[config.mk]
export PLATFORM = sky130hd
export DESIGN_NAME = swap_counter_sched
export DESIGN_NICKNAME = d
export VERILOG_FILES = /design/src/rtl/swap_counter_sched.sv
export SDC_FILE = /design/constraint.sdc
export NUM_CORES = 1
export LEC_CHECK = 0
export BUFFER_PORTS_ARGS = -buffer_cell sky130_fd_sc_hd__buf_4
export CAP_MARGIN = 15
export CORE_MARGIN = 5
export CORE_UTILIZATION = 25
export CTS_CLUSTER_SIZE = 16
export DETAILED_ROUTE_END_ITERATION = 8
export PLACE_DENSITY_LB_ADDON = 0.25
export SETUP_SLACK_MARGIN = 0.5
export SYNTH_ARGS = -nofsm -noshare
export SYNTH_HDL_FRONTEND = slang
export SYNTH_SLANG_ARGS = --single-unit
[constraint.sdc]
create_clock -name clk -period 4.9 [get_ports clk]
set_input_delay 0.245 -clock clk [delete_from_list [all_inputs] [get_ports clk]]
set_output_delay 0.245 -clock clk [all_outputs]
set_load 0.01 [all_outputs]
[src/rtl/swap_counter_sched.sv]
// swap_counter_sched: round-robin scheduler sharing one W-bit incrementer
// between a lead counter X and a trail counter Y. It keeps Y <= X at all
// times and walks the pair through RUN -> SAT (X at MAX) -> DONE (both at MAX).
module swap_counter_sched #(
    parameter int W = 8
) (
    input  logic         clk,
    input  logic         rst,      // asynchronous, active low
    input  logic         req_x,
    input  logic         req_y,
    input  logic         clr,
    output logic         gnt_x,
    output logic         gnt_y,
    output logic [W-1:0] x_val,
    output logic [W-1:0] y_val,
    output logic         sat,
    output logic         done,
    output logic         prop_ok
);

    localparam logic [W-1:0] MAX = '1;

    typedef enum logic [1:0] {
        ST_RUN  = 2'd0,
        ST_SAT  = 2'd1,
        ST_DONE = 2'd2
    } state_t;

    state_t       state_q, state_d;
    logic [W-1:0] x_q, y_q;
    logic [W-1:0] x_d, y_d;
    logic         last_y_q, last_y_d;   // 1: Y was granted most recently
    logic         x_elig, y_elig;
    logic         grant_x, grant_y;
    logic [W-1:0] add_in, add_out;

    // Eligibility and round-robin arbitration from the current registers.
    // Y may only advance while strictly behind X, so Y == X stalls it.
    always_comb begin
        x_elig  = req_x && (x_q != MAX) && (state_q == ST_RUN);
        y_elig  = req_y && (y_q < x_q) && (state_q != ST_DONE);
        grant_x = x_elig && (!y_elig || last_y_q);
        grant_y = y_elig && (!x_elig || !last_y_q);
    end

    // Single shared incrementer: the operand is whichever counter is granted.
    always_comb begin
        add_in  = grant_x ? x_q : y_q;
        add_out = add_in + {{(W-1){1'b0}}, 1'b1};
    end

    // Next counter values, pointer and phase; clr overrides everything.
    always_comb begin
        x_d      = x_q;
        y_d      = y_q;
        last_y_d = last_y_q;
        state_d  = state_q;
        if (clr) begin
            x_d      = '0;
            y_d      = '0;
            last_y_d = 1'b1;
            state_d  = ST_RUN;
        end else begin
            if (grant_x) begin
                x_d      = add_out;
                last_y_d = 1'b0;
            end else if (grant_y) begin
                y_d      = add_out;
                last_y_d = 1'b1;
            end
            case (state_q)
                ST_RUN:  if (x_d == MAX) state_d = (y_d == MAX) ? ST_DONE : ST_SAT;
                ST_SAT:  if (y_d == MAX) state_d = ST_DONE;
                ST_DONE: state_d = ST_DONE;
                default: state_d = ST_RUN;
            endcase
        end
    end

    // State register; grant pulses are the registered arbitration result.
    always_ff @(posedge clk or negedge rst) begin
        if (!rst) begin
            x_q      <= '0;
            y_q      <= '0;
            last_y_q <= 1'b1;
            state_q  <= ST_RUN;
            gnt_x    <= 1'b0;
            gnt_y    <= 1'b0;
        end else begin
            x_q      <= x_d;
            y_q      <= y_d;
            last_y_q <= last_y_d;
            state_q  <= state_d;
            gnt_x    <= grant_x && !clr;
            gnt_y    <= grant_y && !clr;
        end
    end

    // Status outputs and the ordering property exported for formal.
    always_comb begin
        x_val   = x_q;
        y_val   = y_q;
        sat     = (state_q == ST_SAT);
        done    = (state_q == ST_DONE);
        prop_ok = !(y_q > x_q);
    end

endmodule
## Yosys cells after proc, flatten, opt, wreduce, memory -nomap -nowiden

Index checks and enable logic that the tools add are counted.

- $add $sub $neg: 1
- $lt $le $gt $ge: 2
- Equality and inequality tests: 8
- Muxes and demuxes: 16
- Reduce and logical (&&, ||, !) cells: 18

Operator list:

| operator | count |
|---|---|
| 2-to-1 mux 8 bit | 8 |
| == test 8 bit (second input constant) | 2 |
| adder 8 x 1 -> 8 bit (second input constant) | 1 |
| greater-than comparator 8 bit | 1 |
| logical AND 1 bit | 8 |
| less-than comparator 8 bit | 1 |
| 2-to-1 mux 2 bit | 4 |
| != test 8 bit (second input constant) | 1 |
| != test 3 x 2 -> 1 bit (second input constant) | 2 |
| one-hot mux 2 bit (3 select lines) | 1 |
| zero test 1 bit | 5 |
| 2-to-1 mux 1 bit | 3 |
| nonzero test 3 bit | 1 |
| == test 2 x 1 -> 1 bit (second input constant) | 1 |
| == test 2 bit (second input constant) | 1 |
| zero test 2 bit | 1 |
| logical OR 1 bit | 2 |
| != test 2 bit (second input constant) | 1 |
| AND reduction 2 bit | 1 |

- Register bits after elaboration: 21
- Bits of input ports: 5
- Logic and storage cells: 51

## Depth between registers and ports, before layout

Gate-level depths: netlist (run 1).

- Depth after elaboration: 16
- Depth in mapped cells: 20
- Depth with buffers taken out: 17

## Worst setup path before layout (run 1)

OpenSTA, ideal clock, no wires.

- Kind: flip-flop to flip-flop
- From: reg x_q[5] (netlist: x_val[5])
- To: reg state_q[1]
- Setup time: 128 ps
- Data arrival time: 3902 ps
- Setup slack: 870 ps
- Cell stages (with the launch flop): 17
- Path buffers: 2
- Clock period less this slack: 4030 ps
- Path through: dfrtp_1 -> inv_1 -> ha_1 -> a211oi_1 -> nor2_1 -> nor4_4 -> a21o_1 -> clkbuf_1 -> o21ai_0 -> ha_1 -> clkbuf_1 -> nand2_1 -> or4b_2 -> a32oi_2 -> o211ai_2 -> a31oi_2 -> mux2_1

- Cells in the longest elaborated chain, start to end: 16
- Elaborated cells on any way between the ends: 28
- Classes of those cells: add/sub (1); order compare (1); eq/ne (5); mux (10); reduce/logical (11)

Ends and longest elaborated chain:

| item | line | RTL |
|---|---|---|
| start, declared | 30 | `logic [W-1:0] x_q, y_q;` |
| start signal, assigned | 83 | `x_q <= '0;` |
| start signal, assigned | 90 | `x_q <= x_d;` |
| less-than comparator 8 bit | 41 | `y_elig = req_y && (y_q < x_q) && (state_q != ST_DONE);` |
| logical AND 1 bit (2 in series) | 41 |  |
| zero test 1 bit | 42 | `grant_x = x_elig && (!y_elig \|\| last_y_q);` |
| logical OR 1 bit | 42 |  |
| logical AND 1 bit | 42 |  |
| 2-to-1 mux 8 bit | 48 | `add_in = grant_x ? x_q : y_q;` |
| adder 8 x 1 -> 8 bit | 49 | `add_out = add_in + {{(W-1){1'b0}}, 1'b1};` |
| 2-to-1 mux 8 bit | 67 | `end else if (grant_y) begin` |
| 2-to-1 mux 8 bit | 64 | `if (grant_x) begin` |
| 2-to-1 mux 8 bit | 58 | `if (clr) begin` |
| == test 8 bit | 72, 73 |  |
| 2-to-1 mux 2 bit (2 in series) | 72 | `ST_RUN: if (x_d == MAX) state_d = (y_d == MAX) ? ST_DONE : ST_SAT;` |
| one-hot mux 2 bit (3 select lines) | 71 | `case (state_q)` |
| 2-to-1 mux 2 bit | 58 |  |
| end signal, assigned | 93 | `state_q <= state_d;` |
| end, declared | 29 | `state_t state_q, state_d;` |

Several ways; a longest one is shown, not always the timed one. The select of a mux whose other input is x is not followed.
A chain may end at the register's enable or synchronous reset.

## Worst setup path after layout (run 1)

Ends and elaborated chain as after synthesis.

==> metrics.md, run 1 <==
| Metric | Value |
|---|---|
| Vias per cell | 4.94 |
| HP Start | clr |
| GRT met3 Usage | under 10% |
| RSZ-0062 raised after global routing | false |
| CTS Root Cell | clkbuf_8 |
| Ratio of cells with drive above 1 in the final layout | 23.9% |
| Port bufs | 25 |
| Cells after Synth | roughly 180 |
| Number of buffers and inverters on the critical path | 2 |
| Number of synthesized flops with an enable pin | 0 |
| Sequential share of power | between 30% and 40% |
| Gpl congestion | slightly above 0.9 |
| Cell variety after synth | 48 |
| Starting Density | between 20% and 30% |
| Core box area | around 6000 um2 |
| Peak supply drop | 114 uV |
| Mapped Avg Cell Area | about 8.8 um2 |
| Met1 Use GR | ~15% |
| CP Max Fanout | 9 |
| Yosys top cell by area | dfrtp_1 |
| Die X | roughly 89 um |
| Ys async rst share | 100% |
| H-tree levels | 1 |
| Area grow syn2layout | 19.9% |
| Critical path's slowest cell | or4_2 |
| Tightest Hold Check Type | input port to flip-flop |
| Ant. Diodes | 0 |
| Sw frac | about two fifths |
| Largest stage delay, worst path | between 0.6 and 0.7 ns |
| Setup crit start kind | flip-flop |
| Cell Area, Placed | approximately 1800 um2 |
| Final worst slack | around 0.80 ns |
| Max_slew headroom | 67.6% |
| Max-Cap Viols | 0 |
| Net Sw Power | 0.000284 W |
| Critical path class | flip-flop to flip-flop |
| CP startpoint | x_val[5] |
| Number of global-route vias before repair | ~1300 |
| Die Ht | approximately 90 um |
| Total number of vias | 1363 |
| Synth Flop Type | dfrtp_1 |
| Fin. Hold Viols | 0 |
| GRT Util Overall | approximately a tenth |
| Internal | 0.000394 W |
| Die area | just under 8000 um2 |
| Warnings from Yosys | 0 |
| Drt initial violations | 59 |
| Clock Tree Buf Depth | 2 |
| Register bit total from synthesis | 21 |
| Synth top area cells | dfrtp_1 (32%), ha_1 (10%), nand2_1 (5.3%) |
| Nets@finish | 220 |
| Reg clk slew, reported paths | approximately 0.080 ns |
| CTS sink cnt | 21 |
| Comb power frac | around 50% |
| Pwr/cell area | between 300 and 400 nW/um2 |
| Final count of pins violating max slew | 0 |
| TritonCTS clock tree | done |
| Clk_skew | 0.00336 ns |
| IO Pins | 26 |
| Grt total ovfl | 0 |
| Worst-Margin Slew | just under 0.5 ns |
| Global-route wire length before repair | between 6 and 7 mm |
| Status | completed |
| Static leakage | 0.800 nW |
| Post-Syn Area | 1560 um2 |
| Worst EP arrival | 4.24 ns |
| Data required, critical path | 5.05 ns |
| Drt total wl | 4.02 mm |
| Minimum clock period | ~4.1 ns |
| Crit path max-delay family | simple AND/OR/NAND/NOR gates |
| Worst reg2reg startpoint | x_val[5] |
| # fillers | ~660 |
| Cell Rows | 28 |
| CP endpoint kind | flip-flop |
| Drt pass-1 iters | 4 |
| GRT Max-Usage Layer | met2 |
| Drt wl/cell | between 10 and 15 um |
| Initial antenna violation count | 0 |
| Final Cycle Share | between 80% and 90% |
| TNS Setup | 0 ns |
| Clk pwr share | about 17% |
| FMAX | roughly 0.24 GHz |
| Worst path cell trace | inv_1 -> ha_1 -> a211oi_1 -> nor2_1 -> nor4_4 -> a21oi_2 -> nand2_1 -> o21ai_0 -> ha_1 -> inv_1 -> or4_2 -> mux2i_1 -> o211ai_2 -> a31oi_2 -> mux2_1 |
| Fin area | about 1900 um2 |
| Synth top area share | roughly a third |
| Post-Synthesis Net Count | between 150 and 200 |
| Dpl ws | slightly above 0.7 ns |
| Clk_lat worst skew | around 0.26 ns |
| Setup violators final | 0 |
| DR DRC count | 0 |
| Num CTS Buffers | 3 |
| Pin count of the biggest net entering global routing | 22 |
| Met2 usage | between 10% and 20% |
| Post-detail-place hpwl | 3.05 mm |
| Post-route ant nets | 0 |
| Sequential area share after synthesis | about a third |
[stage by stage]
step	util, %	power [W]	instances	hold slack (ns)
finish	31.3	0.000678	276	0.289
global route	31.3	0.000734	276	0.300
CTS	31.2	0.000686	276	0.288
detailed placement	30.3	0.000565	271	0.158
global placement	30.3	0.000564	271	0.153
floorplan	-	0.000460	178	-0.0506
[logic make-up (layout without fill, tap and decap cells)]
logic type / after synthesis / in the layout / synth area share (%)
multiplexers: 3 / 3 / 2.00
buffers and inverters: 19 / 42 / 4.72
AO/OA/AOI/OAI: 36 / 36 / 18.6
adder cells (fa/ha/maj): 13 / 13 / 10.4
AND/OR/NAND/NOR: 76 / 76 / 25.0
XOR/XNOR: 10 / 10 / 5.60
flip-flops: 21 / 21 / 33.7
[final timing paths]
path / endpoint / slack (ns) / cells past startpoint
worst max-delay path: state_q[1] / 0.80 / 15
worst min-delay path: y_val[1] / 0.29 / 2
worst max register to register: state_q[1] / 0.80 / 15
worst min register to register: state_q[1] / 0.57 / 1
max in group asynchronous: last_y_q / 4.21 / 2
min in group asynchronous: state_q[1] / 0.41 / 2
[layer usage]
metal	vias to the layer above	share of wire, %
met3	4	3.9
met4	0	0.87
li1	670	-
met2	30	44
met5	-	0
met1	659	51
[timing repair]
item                       CTS  global route
setup endpoints to repair    0             2
setup buffers                0             0
hold buffers                 1             0
resized for setup            0             1
hold endpoints to repair    20             0
[final cells by class]
class | instances | area (um2) | share of cell area [%]
Multi-Input combinational cell | 138 | 963 | 51.4
Inverter | 12 | 45.0 | 2.40
Clock inverter | 1 | 5.00 | 0.267
Sequential cell | 21 | 527 | 28.1
Timing Repair Buffer | 26 | 198 | 10.6
Tap cell | 75 | 93.8 | 5.01
Clock buffer | 3 | 41.3 | 2.20
[cells in the final DEF (no fill, tap or decap), drive strengths merged, types with 4 or more instances in the layout]
master / Yosys / layout
dfrtp: 20 / 20
o21ai: 8 / 8
nor2: 22 / 22
and2: 4 / 4
nand4: 4 / 4
nand3: 8 / 8
and3: 4 / 4
inv: 12 / 12
xnor2: 8 / 8
a21oi: 9 / 9
ha: 13 / 13
nand2: 23 / 23
buf: 2 / 25
[synthesized netlist by cell type, drive strengths merged (2+ instances only)]
master	n
nand2	23
nor2	22
dfrtp	20
ha	13
inv	12
a21oi	9
nand3	8
o21ai	8
xnor2	8
clkbuf	5
and2	4
and3	4
nand4	4
a211oi	3
a2111oi	2
a21o	2
a31oi	2
buf	2
mux2i	2
nor4	2
o211ai	2
or4	2
or4b	2
xor2	2
[registers in the layout, indices dropped and copies added, names as in the netlist]
| name | flops |
|---|---|
| y_val | 8 |
| gnt_x | 1 |
| gnt_y | 1 |
| x_val | 8 |
| last_y_q | 1 |
| state_q | 2 |
[power groups by stage]
stage	combinational, W	clock (W)	sequential [W]
after floorplan	0.000229	0	0.000232
after global placement	0.000330	0	0.000234
after detailed placement	0.000331	0	0.000234
after CTS	0.000333	0.000123	0.000230
after global routing	0.000370	0.000129	0.000235
final	0.000332	0.000116	0.000230
Power figures use the tool's default switching activity.
==> run 2, diff against run 1 <==
ABC_AREA = 1   (was unset)
clock period = 3.4 ns   (was 4.9 ns; I/O delays follow)
==> run 2 against run 1 <==
- die area up 12%
- first-iteration DRC count up 42%
- combinational power rose to 4.4 times the previous value
- hold slack worse by 0.033 ns
- flip-flop and latch count unchanged
- critical path depth up 8
- design area up 31%
- total power rose to 3.0 times the previous value
- non-clock buffer count up 25
- area after synthesis up 13%
==> metrics.md, run 2 <==
| Metric | Value |
|---|---|
| Num CTS Buffers | 3 |
| Vias per cell | 4.35 |
| Die Ht | between 90 and 100 um |
| Sequential area share after synthesis | between 20 and 30% |
| GRT Util Overall | approximately an eighth |
| Max-Cap Viols | 0 |
| Ratio of cells with drive above 1 in the final layout | between 40% and 50% |
| Fin area | ~2400 um2 |
| Total number of vias | around 1700 |
| Gpl congestion | roughly 0.87 |
| Cell Area, Placed | about 2100 um2 |
| Drt wl/cell | approximately 14 um |
| Final worst slack | 0.483 ns |
| Synth top area share | 28.3% |
| Fin. Hold Viols | 0 |
| TritonCTS clock tree | done |
| Starting Density | around a quarter |
| Final Cycle Share | a little under nine tenths |
| Worst-Margin Slew | ~0.45 ns |
| Commonest non-fill, non-tap cell in the layout | nand2_1 |
| Clock Tree Buf Depth | 2 |
| Warnings from Yosys | 0 |
| Clk_lat worst skew | around 0.27 ns |
| CTS Root Cell | clkbuf_8 |
| DR DRC count | 0 |
| Max_slew headroom | between 60% and 70% |
| Worst EP arrival | 3.08 ns |
| Synth Flop Type | dfrtp_1 |
| Cell Rows | 30 |
| Most frequent cells in the layout | nand2_1 (52), buf_4 (49), inv_1 (27), nand2_2 (22), nand3_1 (19) |
| Port bufs | 25 |
| Post-Syn Area | between 1500 and 2000 um2 |
| Post-Synthesis Net Count | 261 |
| Non-Filler Instances | between 300 and 400 |
| RSZ-0062 raised after global routing | true |
| Dpl ws | 0.198 ns |
| IO Pins | 26 |
| Synth top cells by count | nand2_1 (60), inv_1 (31), nand3_1 (21) |
| Mapped Avg Cell Area | 7.27 um2 |
| Final count of pins violating max slew | 0 |
| Die area | between 8000 and 9000 um2 |
| Most frequent cell after synthesis | nand2_1 |
| Pwr/cell area | 832 nW/um2 |
| Drt pass-1 iters | 4 |
| Number of global-route vias before repair | 1759 |
| Cells after Synth | 243 |
| Critical path's slowest cell | dfrtp_1 |
| Post-route ant nets | 0 |
| Most used cell, CP | nand2_2 |
| Tightest Hold Check Type | input port to flip-flop |
| Ys async rst share | 100% |
| Die X | between 90 and 100 um |
| Ant. Diodes | 0 |
| Setup crit start kind | flip-flop |
| Crit path max-delay family | simple AND/OR/NAND/NOR gates |
| Clk_skew | around 0.0045 ns |
| Critical path class | flip-flop to flip-flop |
| CP Max Fanout | 5 |
| Drt total wl | approximately 5.3 mm |
| Peak supply drop | approximately 250 uV |
| Static leakage | between 1 and 1.5 nW |
| Core box area | ~7000 um2 |
| CP endpoint kind | flip-flop |
| Pin count of the biggest net entering global routing | 23 |
| Initial antenna violation count | 0 |
| TNS Setup | 0 ns |
| Largest stage delay, worst path | approximately 0.44 ns |
| Number of buffers and inverters on the critical path | 2 |
| Cell count after placement | around 370 |
| Register bit total from synthesis | 21 |
| Yosys top cell by area | dfrtp_1 |
| Cell variety after synth | 32 |
| Worst path cell trace | ha_4 -> nand2_2 -> nand2_1 -> nand2_1 -> nand2_1 -> nand2_2 -> nand4_4 -> nand2_4 -> nand2_2 -> nand2_4 -> ha_4 -> inv_2 -> o21ai_2 -> inv_2 -> or2_4 -> a21oi_2 -> nand2_1 -> nor2_2 -> nand3_2 -> nand2_2 -> nand2_4 -> nand2_2 -> o21ai_2 |
| H-tree levels | 1 |
| Data required, critical path | 3.57 ns |
| Synth top area cells | dfrtp_1 (28%), nand2_1 (13%), ha_1 (9.2%) |
| Area grow syn2layout | 38.5% |
| Drt initial violations | 84 |
| Global-route wire length before repair | ~8.9 mm |
| Status | completed |
| Nets@finish | 311 |
| Setup violators final | 0 |
| FMAX | roughly 0.34 GHz |
| Reg clk slew, reported paths | roughly 0.090 ns |
| Minimum clock period | slightly below 3 ns |
| CTS sink cnt | 21 |
| Grt total ovfl | 0 |
| Number of synthesized flops with an enable pin | 0 |
| Post-detail-place hpwl | between 3 and 4 mm |
| Hold_ws | between 0.2 and 0.3 ns |
## run 2: cell count changes in the layout (fill, tap and decap cells not counted), moves of 8 or more
cell / change
xnor2_1: -8
nand2_1: +30
nand3_2: +9
nand2_2: +21
inv_1: +15
buf_4: +24
nand3_1: +11
## run 2: layout make-up
class	instances	area, um2
clock buffer	3	41.3
clock inverter	1	5.00
fill	756	4380
inverter	34	130
multi-input combinational	182	1230
sequential	21	531
tap	96	120
timing repair buffer	51	389
## run 2: power by group
group / total, W / switching, W / internal (W)
combinational: 0.00147 / 0.000863 / 0.000606
sequential: 0.000388 / 0.0000568 / 0.000331
clock: 0.000179 / 0.0000972 / 0.0000820
total: 0.00204 / 0.00102 / 0.00102
## run 2: worst paths after layout
kind,start,endpoint,slack [ns],cells after the start
max in group asynchronous,rst,last_y_q,2.80,2
max,y_val[1],state_q[0],0.48,23
min reg2reg,state_q[1],state_q[1],0.56,2
min,clr,y_val[1],0.26,2
min in group asynchronous,rst,y_val[1],0.32,2
max reg2reg,y_val[1],state_q[0],0.48,23
## run 2: cells by family (layout without fill, tap and decap cells)
group,after synthesis,after routing,synth area share (%)
AOI/OAI and AO/OA,20,20,6.66
xor gates and xnor gates,1,1,0.496
adders and majority gates,13,13,9.21
buffers and inverters,40,89,10.5
DFF,21,21,29.8
and+or+nand+nor,148,148,43.3
## run 2: repair_timing
| item | in CTS | in global routing |
|---|---|---|
| hold buffers | 1 | 0 |
| setup buffers | 12 | 5 |
| pin swaps | 13 | 15 |
| gates resized for setup | 19 | 17 |
| hold endpoints to repair | 20 | 0 |
| setup endpoints to repair | 2 | 2 |
| gates cloned | 0 | 0 |
## run 2: stage by stage
step                util (%)  power, W
global route            35.8   0.00223
floorplan                  -   0.00121
global placement        30.6   0.00159
finish                  35.8   0.00204
CTS                     33.8   0.00193
detailed placement      30.6   0.00158
## run 2: routing by layer
metal	GRT usage, %	share of wire, %
met1	17.3	48
met2	21.1	49
met3	1.92	2.9
met4	2.53	0.43
met5	0	0
==> run 3, diff against run 2 <==
clock period = 2.4 ns   (was 3.4 ns; I/O delays follow)
==> run 3 against run 2 <==
- the flow now finishes with violations (negative setup slack)
- global-route usage about the same
- clock power rose by 31%
- die area is the same
==> metrics.md, run 3 (synthesized netlist as in run 2, its figures left out) <==
| Metric | Value |
|---|---|
| Ant. Diodes | 0 |
| Setup violators final | 6 |
| Area grow syn2layout | 64.2% |
| Starting Density | between 20% and 30% |
| Max-Cap Viols | 0 |
| Data required, critical path | approximately 2.6 ns |
| Cell count after placement | between 400 and 500 |
| Die Ht | approximately 94 um |
| Worst EP arrival | 2.98 ns |
| Clk_lat worst skew | 0.26 ns |
| Global-route wire length before repair | ~9 mm |
| Num CTS Buffers | 3 |
| Vias per cell | 4.26 |
| Final count of pins violating max slew | 0 |
| Tightest Hold Check Type | input port to flip-flop |
| Final worst slack | -0.425 ns |
| Most frequent cells in the layout | buf_4 (94), nand2_1 (50), inv_1 (23), nand2_2 (19), nor2_1 (17) |
| Violated checks | negative setup slack |
| Cell Rows | 30 |
| FF+latch area | 533 um2 |
| Critical path class | flip-flop to flip-flop |
| Worst-Margin Slew | ~0.29 ns |
| Cell Area, Placed | between 2000 and 3000 um2 |
| Pwr/cell area | around 1300 nW/um2 |
| Setup crit start kind | flip-flop |
| GRT Util Overall | about an eighth |
| Max_slew headroom | between 80% and 90% |
| Commonest non-fill, non-tap cell in the layout | buf_4 |
| Clk_skew | around 0.0031 ns |
| # fillers | between 700 and 800 |
| Initial antenna violation count | 0 |
| Net Sw Power | 0.00164 W |
| Port bufs | 25 |
| Reg clk slew, reported paths | ~0.080 ns |
| Dpl ws | -0.644 ns |
| Ratio of cells with drive above 1 in the final layout | a little under three fifths |
| CTS sink cnt | 21 |
| Static leakage | ~1.4 nW |
| Drt pass-1 iters | 4 |
| Final Cycle Share | 118% |
| Critical path's slowest cell | dfrtp_1 |
| Core box area | between 6000 and 7000 um2 |
| Non-Filler Instances | 438 |
| H-tree levels | 1 |
| Sequential share of power | 14.5% |
| Sw frac | roughly 44% |
| Internal | between 0.002 and 0.0025 W |
| Clock Tree Buf Depth | 2 |
| TritonCTS clock tree | done |
| DR DRC count | 0 |
| Multi-input logic area | about 1300 um2 |
| RSZ-0062 raised after global routing | true |
| IO Pins | 26 |
| Worst path cell trace | ha_4 -> nand2_1 -> nor2_2 -> nand2_4 -> nand4_4 -> nand2_4 -> nand2_4 -> nand2_4 -> ha_4 -> inv_2 -> o21ai_2 -> inv_2 -> or2_4 -> a21oi_2 -> nand2_1 -> nor2_2 -> nand3_2 -> nand2_2 -> nand2_2 -> nand2_2 -> o21ai_2 |
| CP endpoint kind | flip-flop |
| Drt total wl | between 5 and 6 mm |
| Die X | between 90 and 100 um |
| CTS Root Cell | clkbuf_8 |
| Status | complete, but fails checks |
| Drt wl/cell | 12.2 um |
| Core Util, Final | a little over two fifths |
| Minimum clock period | about 2.8 ns |
| Post-detail-place hpwl | 4.15 mm |
| Most used cell, CP | nand2_4 |
| Hold_ws | 0.206 ns |
| Post-route ant nets | 0 |
| Gpl congestion | around 0.85 |
| CP Max Fanout | 5 |
| Pin count of the biggest net entering global routing | 23 |
| Clk pwr share | 6.3% |
| Die area | between 8000 and 9000 um2 |
| Fin. Hold Viols | 0 |
| Grt total ovfl | 0 |
| Largest stage delay, worst path | 0.42 ns |
| Drt initial violations | 48 |
| FMAX | roughly 0.35 GHz |
| Fin area | ~2900 um2 |
| R2R Setup Slk | -0.43 ns |
| Comb power frac | 79.2% |
| Nets@finish | ~360 |
| Total number of vias | between 1500 and 2000 |
| Peak supply drop | ~630 uV |
| Number of global-route vias before repair | about 1900 |
run 3: cell type report:
class	count	share of cell area, %
multi-input combinational	182	44.4
clock buffer	4	1.55
inverter	34	4.40
tap	96	4.14
sequential	21	18.4
timing repair buffer	101	27.1
run 3: per-stage QoR:
stage,TNS [ns],total power (W)
after floorplan,-0.719,0.00181
after global placement,-2.40,0.00292
after detailed placement,-2.82,0.00292
after CTS,-1.37,0.00336
after global routing,-2.95,0.00402
final,-1.06,0.00370
run 3: power groups by stage:
stage	Combinational, W	Sequential, W	Clock (W)
after global placement	0.00239	0.000536	0
after detailed placement	0.00238	0.000537	0
after floorplan	0.00118	0.000629	0
final	0.00293	0.000538	0.000234
after global routing	0.00322	0.000551	0.000254
after CTS	0.00259	0.000532	0.000241
run 3: critical path, delay by kind of cell (launching register included):
| kind | cells | cell delay [ns] |
|---|---|---|
| flops | 1 | 0.42 |
| buf+inv | 2 | 0.09 |
| fa+ha+maj | 2 | 0.54 |
| simple gates | 14 | 1.42 |
| compound gates | 3 | 0.27 |
run 3: per-layer routing:
layer  GRT usage (%)  vias to the layer above  share of wire [%]
met3            1.44                        6                3.1
met1            16.8                      858                 45
met4            3.01                        0                1.6
li1                -                      966                  -
met2            21.6                       34                 50
met5               0                        -                  0
run 3: repair_timing:
| action | in CTS | in global routing |
|---|---|---|
| gates resized for setup | 13 | 26 |
| buffers inserted | 7 | 5 |
| endpoints found under the setup margin | 21 | 22 |
| hold buffers | 1 | 0 |
| pin swaps | 3 | 10 |
| endpoints found under the hold margin | 20 | 0 |
run 3: final timing paths:
check,start,end,cells after the start
worst min-delay path,clr,last_y_q,3
worst min register to register,state_q[1],state_q[1],3
max in group asynchronous,rst,last_y_q,2
worst max-delay path,y_val[5],state_q[0],21
worst max register to register,y_val[5],state_q[0],21
min in group asynchronous,rst,state_q[1],2
